[src/rtl/if_pkg.sv]
// Shared types and constants for the instruction-fetch stage.
package if_pkg;

  localparam int unsigned XLEN   = 32;
  localparam int unsigned QDEPTH = 2;
  localparam int unsigned CNT_W  = 2;

  localparam logic [XLEN-1:0] NOP_INST = 32'hFC00_0000;

  typedef enum logic [1:0] {
    IDLE    = 2'd0,
    WAIT    = 2'd1,
    DISCARD = 2'd2
  } fetch_state_e;

  typedef struct packed {
    logic [XLEN-1:0] inst;
    logic [XLEN-1:0] pc4;
  } fetch_entry_t;

endpackage

[src/rtl/fetch_fifo2.sv]
// Two-entry prefetch queue; entry 0 is always the head.
module fetch_fifo2
  import if_pkg::*;
(
  input  logic              clk_i,
  input  logic              rst_i,
  input  logic              push_i,
  input  logic              pop_i,
  input  logic              clear_i,
  input  logic [XLEN-1:0]   din_inst_i,
  input  logic [XLEN-1:0]   din_pc4_i,
  output logic [XLEN-1:0]   head_inst_o,
  output logic [XLEN-1:0]   head_pc4_o,
  output logic [CNT_W-1:0]  count_o
);

  fetch_entry_t e0_q, e0_d, e1_q, e1_d, din;
  logic [CNT_W-1:0] count_q, count_d;

  assign din = '{inst: din_inst_i, pc4: din_pc4_i};

  always_ff @(posedge clk_i or posedge rst_i) begin
    if (rst_i) begin
      e0_q    <= '0;
      e1_q    <= '0;
      count_q <= '0;
    end else begin
      e0_q    <= e0_d;
      e1_q    <= e1_d;
      count_q <= count_d;
    end
  end

  // Callers never push into a full queue nor pop an empty one.
  always_comb begin
    e0_d    = e0_q;
    e1_d    = e1_q;
    count_d = count_q;
    if (clear_i) begin
      count_d = '0;
    end else begin
      case ({push_i, pop_i})
        2'b10: begin
          if (count_q == '0) e0_d = din;
          else               e1_d = din;
          count_d = count_q + CNT_W'(1);
        end
        2'b01: begin
          e0_d    = e1_q;
          count_d = count_q - CNT_W'(1);
        end
        2'b11: begin
          if (count_q == CNT_W'(1)) begin
            e0_d = din;
          end else begin
            e0_d = e1_q;
            e1_d = din;
          end
        end
        default: ;
      endcase
    end
  end

  assign head_inst_o = e0_q.inst;
  assign head_pc4_o  = e0_q.pc4;
  assign count_o     = count_q;

endmodule

[src/rtl/if_fetch.sv]
// Instruction-fetch stage: PC, single-outstanding imem handshake, prefetch
// queue, stall and redirect handling toward IF/ID.
module if_fetch
  import if_pkg::*;
#(
  parameter logic [31:0] RESET_PC = 32'h0000_0000
) (
  input  logic        clk_i,
  input  logic        rst_i,
  input  logic        hd_i,
  input  logic        branch_i,
  input  logic [31:0] branch_addr_i,
  output logic        imem_req_o,
  output logic [31:0] imem_addr_o,
  input  logic        imem_ack_i,
  input  logic [31:0] imem_data_i,
  output logic [31:0] inst_o,
  output logic [31:0] inst_addr_o,
  output logic        flush_o
);

  fetch_state_e     state_q, state_d;
  logic [31:0]      pc_q, pc_d, req_addr_q, req_addr_d;
  logic [CNT_W-1:0] count, count_next;
  logic [31:0]      head_inst, head_pc4;
  logic             take, pop, push, clear, req_live;

  assign take       = branch_i & ~hd_i;
  assign pop        = (count != '0) & ~hd_i & ~take;
  assign push       = imem_ack_i & (state_q == WAIT);
  assign req_live   = (state_q != IDLE);
  assign count_next = count + CNT_W'(push) - CNT_W'(pop);

  fetch_fifo2 u_fifo (
    .clk_i       (clk_i),
    .rst_i       (rst_i),
    .push_i      (push),
    .pop_i       (pop),
    .clear_i     (clear),
    .din_inst_i  (imem_data_i),
    .din_pc4_i   (req_addr_q + 32'd4),
    .head_inst_o (head_inst),
    .head_pc4_o  (head_pc4),
    .count_o     (count)
  );

  always_ff @(posedge clk_i or posedge rst_i) begin
    if (rst_i) begin
      state_q    <= IDLE;
      pc_q       <= RESET_PC;
      req_addr_q <= RESET_PC;
    end else begin
      state_q    <= state_d;
      pc_q       <= pc_d;
      req_addr_q <= req_addr_d;
    end
  end

  // Issuing only while count_next < QDEPTH keeps queue + outstanding <= 2.
  always_comb begin
    state_d    = state_q;
    pc_d       = pc_q;
    req_addr_d = req_addr_q;
    clear      = 1'b0;
    if (take && req_live && !imem_ack_i) begin
      clear   = 1'b1;
      pc_d    = branch_addr_i;
      state_d = DISCARD;
    end else if (take) begin
      clear      = 1'b1;
      req_addr_d = branch_addr_i;
      pc_d       = branch_addr_i + 32'd4;
      state_d    = WAIT;
    end else if ((state_q == DISCARD) && imem_ack_i) begin
      req_addr_d = pc_q;
      pc_d       = pc_q + 32'd4;
      state_d    = WAIT;
    end else if (((state_q == WAIT) && imem_ack_i) || (state_q == IDLE)) begin
      if (32'(count_next) < QDEPTH) begin
        req_addr_d = pc_q;
        pc_d       = pc_q + 32'd4;
        state_d    = WAIT;
      end else begin
        state_d = IDLE;
      end
    end
  end

  always_comb begin
    imem_req_o  = req_live;
    imem_addr_o = req_addr_q;
    inst_o      = NOP_INST;
    inst_addr_o = 32'h0;
    if (count != '0) begin
      inst_o      = head_inst;
      inst_addr_o = head_pc4;
    end
    flush_o = (count == '0) | branch_i;
  end

endmodule

[config.mk]
export PLATFORM = sky130hd
export DESIGN_NAME = if_fetch
export DESIGN_NICKNAME = d
export VERILOG_FILES = /design/src/rtl/if_pkg.sv /design/src/rtl/fetch_fifo2.sv /design/src/rtl/if_fetch.sv
export SDC_FILE = /design/constraint.sdc
export NUM_CORES = 1
export LEC_CHECK = 0
export BUFFER_PORTS_ARGS = -buffer_cell sky130_fd_sc_hd__buf_2
export CORE_MARGIN = 2
export CORE_UTILIZATION = 30
export DETAILED_ROUTE_END_ITERATION = 10
export HOLD_SLACK_MARGIN = 0.12
export PLACE_DENSITY_LB_ADDON = 0.25
export SLEW_MARGIN = 20
export SYNTH_ARGS = -nofsm -noshare
export SYNTH_HDL_FRONTEND = slang
export SYNTH_SLANG_ARGS = --single-unit
[constraint.sdc]
create_clock -name clk_i -period 19.91 [get_ports clk_i]
set_clock_uncertainty 0.05 [all_clocks]
set_input_delay 3.982 -clock clk_i [delete_from_list [all_inputs] [get_ports clk_i]]
set_output_delay 3.982 -clock clk_i [all_outputs]
set_load 0.01 [all_outputs]
Yosys cells after proc, flatten, opt, wreduce, memory -nomap -nowiden
Cells that the tools add are included.
Widths: inputs -> output; s select.
Word-level totals
  register bits after elaboration: 196
  bits of input ports: 69
  output and inout bits: 98
  word-level logic and storage cells: 81
Cells by class
  add/sub/neg operators: 7
  order comparisons: 1
  eq/ne operators: 9
  muxes and demuxes: 26
  bitwise gates (word level): 9
  reduce and logical (&&, ||, !) cells: 21
Operator list (number)
  $mux 32: 11
  $mux 64: 4
  $pmux 64 s3: 1
  $pmux 64 s2: 1
  $add 32x3->32 const B: 3
  $reduce_bool 3->1: 4
  $mux 2: 5
  $reduce_bool 4->1: 2
  $eq 2x1->1 const B: 3
  $eq 2x2->1 const B: 3
  $ne 2x2->1 const B: 3
  $reduce_and 3->1: 2
  $reduce_bool 2->1: 3
  $and 1x1->1: 4
  $logic_and 1x1->1: 4
  $logic_not 2->1: 2
  $not 1->1: 4
  $pmux 2 s2: 1
  $reduce_and 4->1: 1
  $mux 1: 3
  $add 2x1->2: 1
  $add 2x1->2 const B: 1
  $lt 2x2->1 const B: 1
  $reduce_and 2->1: 1
  other kinds (5): 5

Longest topological paths before layout
  depth in word-level cells: 11
  gate-level depth with buffers: 14
  depth with buffers taken out: 12

By module
A second synthesis with hierarchy kept.
Second synthesis, totals
  cell total of the unflattened synthesis: 975
  area total of the unflattened synthesis: 10966.8 µm²
Modules (own cells, without submodules)
  fetch_fifo2: instances 1, cells each 362, area each 5905.7 µm², seq. area each 3253.1 µm²
  if_fetch: instances 1, cells each 613, area each 5061.1 µm², seq. area each 1651.6 µm²

Least setup slack after synthesis
No wires, ideal clock.
  kind: input to output
  start point: input branch_i
  end point: output flush_o
  arrival: 4.270 ns
  slack: 11.608 ns
  stages: 1
  path buffers: 0
  path through: or2_2
Between the ends
  cells in the longest elaborated chain, start to end: 1
Ends and longest elaborated chain
  start, declared: RTL line if_fetch.sv:11  | input logic branch_i,
  $or 1x1->1: RTL line if_fetch.sv:98  | flush_o = (count == '0) | branch_i;
  end, declared: RTL line if_fetch.sv:19  | output logic flush_o
No other way between the ends.

Worst setup path after layout
Ends and elaborated chain as after synthesis.

==> run summary <==
- status: finished, final reports clean
- RSZ-0062 raised after global routing: no
- register area: 4900 sq um
- worst-case hold slack: 0.423 ns
- final total power: 1900 uW
- Initial Util: 0.303
- hold wc startpoint: u_fifo.head_pc4_o[26]
- Syn Std Cell Area: 10500 sq um
- post-route fraction of the period consumed by the critical path: 0.434
- H-tree levels: 4
- max-slew violation count: 0
- number of storage elements in the synthesis netlist: 196
- biggest fanout along the worst timing path: 7
- Critical R2R Capture: imem_addr_o[25]
- worst hold path cell count: 2
- # rows: 68
- transition time of the tightest slew-check pin: 0.996 ns
- Die Y: 191 um
- Sink Count: 196
- register-to-register setup slack: 15.39 ns
- first-pass GRT wire length: 46000 um
- clock transition at the registers of the reported paths: 0.06 ns
- number of failing setup endpoints in the final timing report: 0
- nets in the synthesized netlist: 1222
- Endpoint, Worst Hold: u_fifo.head_pc4_o[26]
- upper clock frequency limit: 116 MHz
- IO buf count: 166
- setup_tns: 0 ns
- final instance area: 12300 sq um
- global-route congestion overflow total: 0
- post-synthesis share of cell area spent on xor and xnor gates: 0.0721
- share of flip-flops with an asynchronous set or reset: 1.00
- Placeable Area: 34500 sq um
- # Post-CTS Setup Buffers: 0
- quantity of gates resized following cts: 0
- mux contribution to synthesized area: 0.0942
- Worst EP arrival: 4.61 ns
- post-synthesis cell type count: 51
- synthesized-area fraction occupied by and/or/nand/nor cells: 0.228
- required arrival time at the worst endpoint: 15.88 ns
- number of warnings issued by yosys: 0
- First-pass DRT Iterations: 7
- areal power density over the cells: 155 nW/um^2
- Chip Width: 191 um
- final-stage net count: 1349
- type of the tightest min-delay check: flop to flop
- worst voltage drop across the vdd grid: 0.0000706 V
- Post-Place Setup Slack: 11.26 ns
- relative slew slack: 0.336
- count of inserted antenna diode cells: 0
- number of vias in the routed layout: 8398
- area of combinational cells with multiple inputs: 5260 sq um
- Critical Path Start Type: primary input
- initial antenna violation count: 0
- total wirelength of the detailed-routed design: 29000 um
- top flip-flop cell by instance count after synthesis: dfrtp_1
- layout cells sized above 1: 0.230
- cell taking the most area after synthesis: dfrtp_1
- Final WS setup: 11.27 ns
- adder-cell share of the synthesized area: 0.00599
- All-Layer GR Usage: 0.162
- final worst path period need: 8.64 ns
- complex-gate fraction of the synthesized area: 0.0980
- WL/cell: 16.6 um
- TritonCTS clock tree: yes
- share of the yosys chip area belonging to registers: 0.469
- CTS root buf: clkbuf_16
- area share of the largest cell type after synthesis: 0.469
- maximum count of clock buffers along a single path: 2
- Worst Setup End Kind: output port
- count of flip-flops with a built-in enable after synthesis: 0
- dominant combinational cell family by area after synthesis: simple AND/OR/NAND/NOR gates
- most instantiated library cell after synthesis: dfrtp_1
- Post-CTS Hold Fix Bufs: 0
- synthesized instance count: 1148
- Leakage Power: 0.00526 uW
- Area growth, synth to finish: 17.5%
- antenna violation net count after detailed routing: 0
- Synth top cells by count: dfrtp_1, nand2_1, nor2_1
- gp weighted congestion: 0.814
- post-detailed-route via-to-cell ratio: 4.82
- max-cap violations: 0
- DIE AREA: 36300 sq um
- category of the most critical setup path: primary input to output port
- Syn Area/Cell: 9.10 sq um
- largest net degree at the start of global routing: 126
- Post-DP Area: 11700 sq um
- boundary pin count: 167
- initial detailed-routing violation count: 474
- number of buffers added by the clock tree synthesis step: 17
- clock latency reported for the late side of the worst-skew pair: 0.44 ns
- vias in the first global route: 8057
- logic depth of the worst register-to-register path: 13
- remaining routing DRC violations: 0
- number of hold violations in the final report: 0
- fill cell instance count of the final layout: 3580
- cells taking the most area after synthesis: dfrtp_1, nand2_1, mux2_2
- worst flop-to-flop path startpoint: u_fifo.count_o[0]
- HPWL after detailed placement: 19300 um
[report_power, final]
part	switching [uW]	internal, uW	total (uW)
registers	143	581	724
logic	474	354	828
clock network	163	188	351
total	779	1120	1900
[logic make-up after synthesis]
family          Yosys count
simple gates            525
flops                   196
compound gates          164
mux                      90
xor+xnor                 86
buf+inv                  82
fa+ha+maj                 5
[area by class of cell]
type	instances	share of cell area
flip-flops and latches	196	0.399
clock buffers	19	0.0361
clock inverters	12	0.0106
well taps	455	0.0463
multi-input cells	870	0.428
inverters	10	0.00367
repair buffers	180	0.0762
[flip-flops by register name (all words and copies together) (netlist names)]
register,flops
u_fifo.count_o,2
u_fifo.head_inst_o,32
u_fifo.e1_q,64
imem_addr_o,32
u_fifo.head_pc4_o,32
state_q,2
pc_q,32
[metal layers]
layer,share of wire,GRT usage,routed length [um],vias up
met5,0,0,0,-
met4,0.012,0.0414,335,0
met3,0.046,0.0305,1350,21
met2,0.44,0.246,12600,211
met1,0.51,0.236,14700,4002
li1,-,-,-,4164
[how the worst max path moves through the flow]
stage | startpoint | slack [ns] | endpoint | cells past startpoint
6_report | branch_i | 11.27 | flush_o | 3
5_1_grt | branch_i | 11.25 | flush_o | 3
4_1_cts | branch_i | 11.26 | flush_o | 3
3_5_place_dp | branch_i | 11.26 | flush_o | 3
3_3_place_gp | branch_i | 11.27 | flush_o | 3
2_1_floorplan | rst_i | 10.54 | imem_addr_o[0] | 1
[stage by stage]
step,instances,util
global route,1742,0.357
global placement,1711,0.340
CTS,1742,0.357
finish,1742,0.357
detailed placement,1711,0.340
floorplan,1148,-
[critical path, stage by stage]
cell and delay [ns]:
buf_2 0.16, or2_2 0.31, buf_2 0.15
[placed cells by master, fill, tap and decap left out, types with 17 or more instances in the layout]
master / synthesis / layout
a21oi_1: 45 / 44
a31oi_1: 58 / 58
and3_1: 17 / 17
buf_2: 0 / 166
clkbuf_16: 0 / 17
dfrtp_1: 196 / 196
mux2_2: 63 / 63
mux2i_1: 26 / 26
nand2_1: 193 / 192
nand3_1: 34 / 34
nor2_1: 153 / 153
nor2b_1: 63 / 62
nor3_1: 18 / 17
o21ai_0: 25 / 25
xnor2_1: 43 / 43
xor2_1: 43 / 43
(Power assumes the default switching activity.)
